## config.mk

```make
export PLATFORM = sky130hd
export DESIGN_NAME = booth_mult_seq
export DESIGN_NICKNAME = d
export VERILOG_FILES = /design/src/rtl/booth_mult_seq.sv
export SDC_FILE = /design/constraint.sdc
export NUM_CORES = 1
export LEC_CHECK = 0
export BUFFER_PORTS_ARGS = -buffer_cell sky130_fd_sc_hd__buf_2
export CAP_MARGIN = 20
export CORE_MARGIN = 10
export CORE_UTILIZATION = 38
export CTS_CLUSTER_SIZE = 30
export DETAILED_ROUTE_END_ITERATION = 16
export PLACE_DENSITY = 0.6
export SYNTH_ARGS = -nofsm -noshare
export SYNTH_HDL_FRONTEND = slang
export SYNTH_SLANG_ARGS = --single-unit
```

## constraint.sdc

```tcl
create_clock -name clk -period 8.1 [get_ports clk]
set_clock_uncertainty 0.15 [all_clocks]
set_input_delay 0.405 -clock clk [delete_from_list [all_inputs] [get_ports clk]]
set_output_delay 0.405 -clock clk [all_outputs]
set_load 0.01 [all_outputs]
```

## src/rtl/booth_mult_seq.sv

```systemverilog
// Sequential radix-2 Booth multiplier, signed or unsigned per transaction, one multiply in flight.
// Latency: out_valid rises WIDTH+1 cycles after the accepting edge; initiation interval WIDTH+3.
// Backpressure: in_ready low while busy or holding a result; result held until out_valid&out_ready.
module booth_mult_seq #(
    parameter int WIDTH = 16,
    parameter int CNT_W = $clog2(WIDTH + 2)
) (
    input  logic                 clk,
    input  logic                 rst,
    input  logic                 in_valid,
    output logic                 in_ready,
    input  logic [WIDTH-1:0]     a_in,
    input  logic [WIDTH-1:0]     b_in,
    input  logic                 is_signed,
    output logic                 out_valid,
    input  logic                 out_ready,
    output logic [2*WIDTH-1:0]   result,
    output logic                 busy
);
    localparam int N = WIDTH + 1;

    typedef enum logic [1:0] {
        IDLE,
        BUSY,
        DONE
    } state_t;

    state_t           state;
    logic [N-1:0]     acc;
    logic [N-1:0]     q_reg;
    logic [N-1:0]     m_reg;
    logic             q_m1;
    logic [CNT_W-1:0] cnt;

    logic [N-1:0]     a_ext;
    logic [N-1:0]     b_ext;
    logic [N-1:0]     sum;
    logic [N-1:0]     acc_nxt;
    logic [N-1:0]     q_nxt;
    logic             last_step;

    // One extra sign bit lets unsigned operands and the most-negative signed value share one datapath.
    always_comb begin
        a_ext = is_signed ? {a_in[WIDTH-1], a_in} : {1'b0, a_in};
        b_ext = is_signed ? {b_in[WIDTH-1], b_in} : {1'b0, b_in};

        sum = acc;
        unique case ({q_reg[0], q_m1})
            2'b01:   sum = acc + m_reg;
            2'b10:   sum = acc - m_reg;
            default: sum = acc;
        endcase

        acc_nxt = {sum[N-1], sum[N-1:1]};
        q_nxt   = {sum[0], q_reg[N-1:1]};
    end

    assign last_step = (cnt == CNT_W'(N - 1));

    always_ff @(posedge clk or negedge rst) begin
        if (!rst) begin
            state     <= IDLE;
            in_ready  <= 1'b1;
            out_valid <= 1'b0;
            busy      <= 1'b0;
            result    <= '0;
            cnt       <= '0;
            acc       <= '0;
            q_reg     <= '0;
            q_m1      <= 1'b0;
            m_reg     <= '0;
        end else begin
            unique case (state)
                IDLE: begin
                    if (in_valid && in_ready) begin
                        m_reg    <= a_ext;
                        q_reg    <= b_ext;
                        acc      <= '0;
                        q_m1     <= 1'b0;
                        cnt      <= '0;
                        state    <= BUSY;
                        in_ready <= 1'b0;
                        busy     <= 1'b1;
                    end
                end
                BUSY: begin
                    acc   <= acc_nxt;
                    q_reg <= q_nxt;
                    q_m1  <= q_reg[0];
                    cnt   <= cnt + CNT_W'(1);
                    if (last_step) begin
                        state     <= DONE;
                        busy      <= 1'b0;
                        out_valid <= 1'b1;
                        // Low 2*WIDTH bits of the post-shift {A,Q}.
                        result    <= {acc_nxt[N-3:0], q_nxt};
                    end
                end
                DONE: begin
                    if (out_ready) begin
                        state     <= IDLE;
                        out_valid <= 1'b0;
                        in_ready  <= 1'b1;
                    end
                end
                default: begin
                    state     <= IDLE;
                    in_ready  <= 1'b1;
                    out_valid <= 1'b0;
                    busy      <= 1'b0;
                end
            endcase
        end
    end

endmodule

```

==> reports/results.ini <==
[routing]
ant_nets=0
avgRoutedWirePerCell_um=14.58
drt_wl_total_um=11380
vias=3906
drc_errors=0
drtIter0Drc=312
first_pass_iters=4
via_per_inst=5.008

[logic_synthesis]
synth.most_common_cell=nand2_1
synth_area_sq_um=4948
async_reset_ff_frac=1.000
synth_area_leaders=dfrtp_1 47%, nand2_1 8.7%, ha_1 5.1%
syn_nets=604
synth_flop_cell=dfrtp_1
syn_area_per_cell_sq_um=9.063
yosysTopAreaCell=dfrtp_1
synth_edf_count=0
synth_top_cell_area_share=0.4652
synth.distinct_cells=53
ys_ff_latch=93
postSynthCellCount=546
synthTopCellsByCount=115 x nand2_1, 92 x dfrtp_1, 52 x nor2_1
synth.yosys.seq_area_share=0.4705
ys_warn_count=0

[worst_setup_path]
cp.required_ps=8150
crit_fanout=16
crit_chain=inv_1 -> ha_1 -> a31oi_1 -> xnor2_1 -> ha_1 -> a21oi_4 -> nand2_1 -> o211a_4 -> o41ai_2 -> o21ai_1 -> xnor2_1 -> o311ai_1 -> o41ai_1
cpMaxStageDelayCell=ha_1
startpoint_type=flip-flop
ff2ff_setup_slack_ps=4610
end_kind=flip-flop
arrival_ps=3540
critPathKind=reg -> reg
slowest_delay_ps=490

[place]
io_buffers=71
place_congestion=0.9009
post-dp-hpwl_um=8272

[grt]
grt.overflow.total=0
grt_pass1_vias=3917
grt_usage=0.1317
grt_pass1_wl_um=19580
antenna_found_initial=0
grt_max_degree=69

[power_and_ir_drop]
cellPowerDensity_nw_per_um2=525.1
ir_drop_uv=175.1
power_uw=3023
leakage_uw=0.002758

[clock_network]
cts_resized=0
cts_buffer_depth=2
clk_latency_ps=350
clk_pin_slew_ps=70
cts_made_buffers=9
root_buffer=clkbuf_16
cts_tree=built
htreeDepth=3
postCtsSetupRepairBufs=0
cts_sinks=93

[final_layout]
drive_gt1_frac=0.2023
flow.area_growth_from_synthesis_pct=16.33
regArea_sq_um=2328
multi_input_area_sq_um=2467
largest_register_ffs=32
filler_cell_count=1247
num-nets-final=662
fin_util=0.4543
antenna_cells=0

[timing]
fin_crit_ps=3488
report.final.slew_viol_count=0
tns_ps=0
clock.fmax_mhz=286.7
hold_violations=0
setup_viol=0
slew_headroom=0.3731
min_period_over_period=0.4306
worstMarginPinSlew_ps=940.3
rsz0062_at_grt=false

[die]
fp.dieW_um=134.1
rows=41
initial_core_util=0.3905
die_area_sq_um=17990
io_pins=72
die_h_um=134.1
coreArea_sq_um=12670

[min_path]
hold_class=in -> reg

[run_status]
status=finished, final reports clean

[flow_run]
drv_cap=0

[final cells by class]
class                      count  share of cell area
multi-input combinational    414              0.4286
sequential                    93              0.4045
timing repair buffer          76             0.07129
clock buffer                  10             0.04151
tap                          172             0.03738
clock inverter                 5             0.01022
inverter                      10            0.006520
[power by group]
group	total (uW)	internal [uW]	switching [uW]	leakage [uW]
Combinational	1760	762	1000	0.00148
Clock	426	246	179	0.000141
Sequential	833	665	168	0.00114
Total	3020	1670	1350	0.00276
[routing by layer]
metal	global-route usage	wire, um	vias to the layer above
met5	0	0	-
met3	0.03473	622	19
met1	0.1746	5505	1829
li1	-	-	1978
met2	0.1999	5036	80
met4	0.05200	210	0
[kinds of logic (layout without fill, tap and decap cells)]
family,Yosys count,count (layout),synth area share
and+or+nand+nor,214,214,0.1858
AOI/OAI and AO/OA,128,128,0.1570
DFF,93,93,0.4705
buffers and inverters,39,101,0.03186
xor gates and xnor gates,30,30,0.05310
adders and majority gates,21,21,0.05461
muxes,21,21,0.04703
[worst max-delay path, delay by kind of cell, from the launching register on]
family	cells	cell delay (ps)
AOI/OAI and AO/OA	7	1460
xor gates and xnor gates	2	330
adders and majority gates	2	890
buffers and inverters	1	60
DFF	1	360
and+or+nand+nor	1	70
[through the flow]
| stage | std cells | hold slack, ps | instance area (sq um) | setup slack [ps] |
|---|---|---|---|---|
| after detailed placement | 763 | 183.4 | 5429 | 4618 |
| after CTS | 779 | 88.47 | 5737 | 4578 |
| after global placement | 763 | 179.5 | 5429 | 4717 |
| after floorplan | 546 | -40.59 | 4949 | 4856 |
| final | 780 | 94.49 | 5757 | 4612 |
| after global routing | 780 | 96.74 | 5757 | 4306 |
[path summary, 6_finish.rpt]
check | start | to | cells after the start
max in group asynchronous | rst | acc[1]$_DFFE_PN0P_ | 3
hold reg to reg | result[17]$_DFFE_PN0P_ | result[17]$_DFFE_PN0P_ | 2
setup reg to reg | q_m1$_DFFE_PN0P_ | acc[15]$_DFFE_PN0P_ | 13
min in group asynchronous | rst | q_reg[6]$_DFFE_PN0P_ | 2
setup / recovery | q_m1$_DFFE_PN0P_ | acc[15]$_DFFE_PN0P_ | 13
hold / removal | a_in[3] | m_reg[3]$_DFFE_PN0P_ | 3
[cell usage in the layout (no fill, tap or decap), drive strengths merged, types with 10 or more instances in the layout]
cell    instances
nor2           52
a31oi          18
xnor2          19
ha             20
inv            11
o21ai          50
buf            75
nand2         115
clkbuf         10
dfrtp          92
a21oi          35
nand3          19
xor2           11
mux2           18
[repair_timing]
item,in CTS,in global routing
hold buffers,1,0
endpoints found under the setup margin,0,0
endpoints found under the hold margin,25,0
Power figures use the tool's default switching activity.
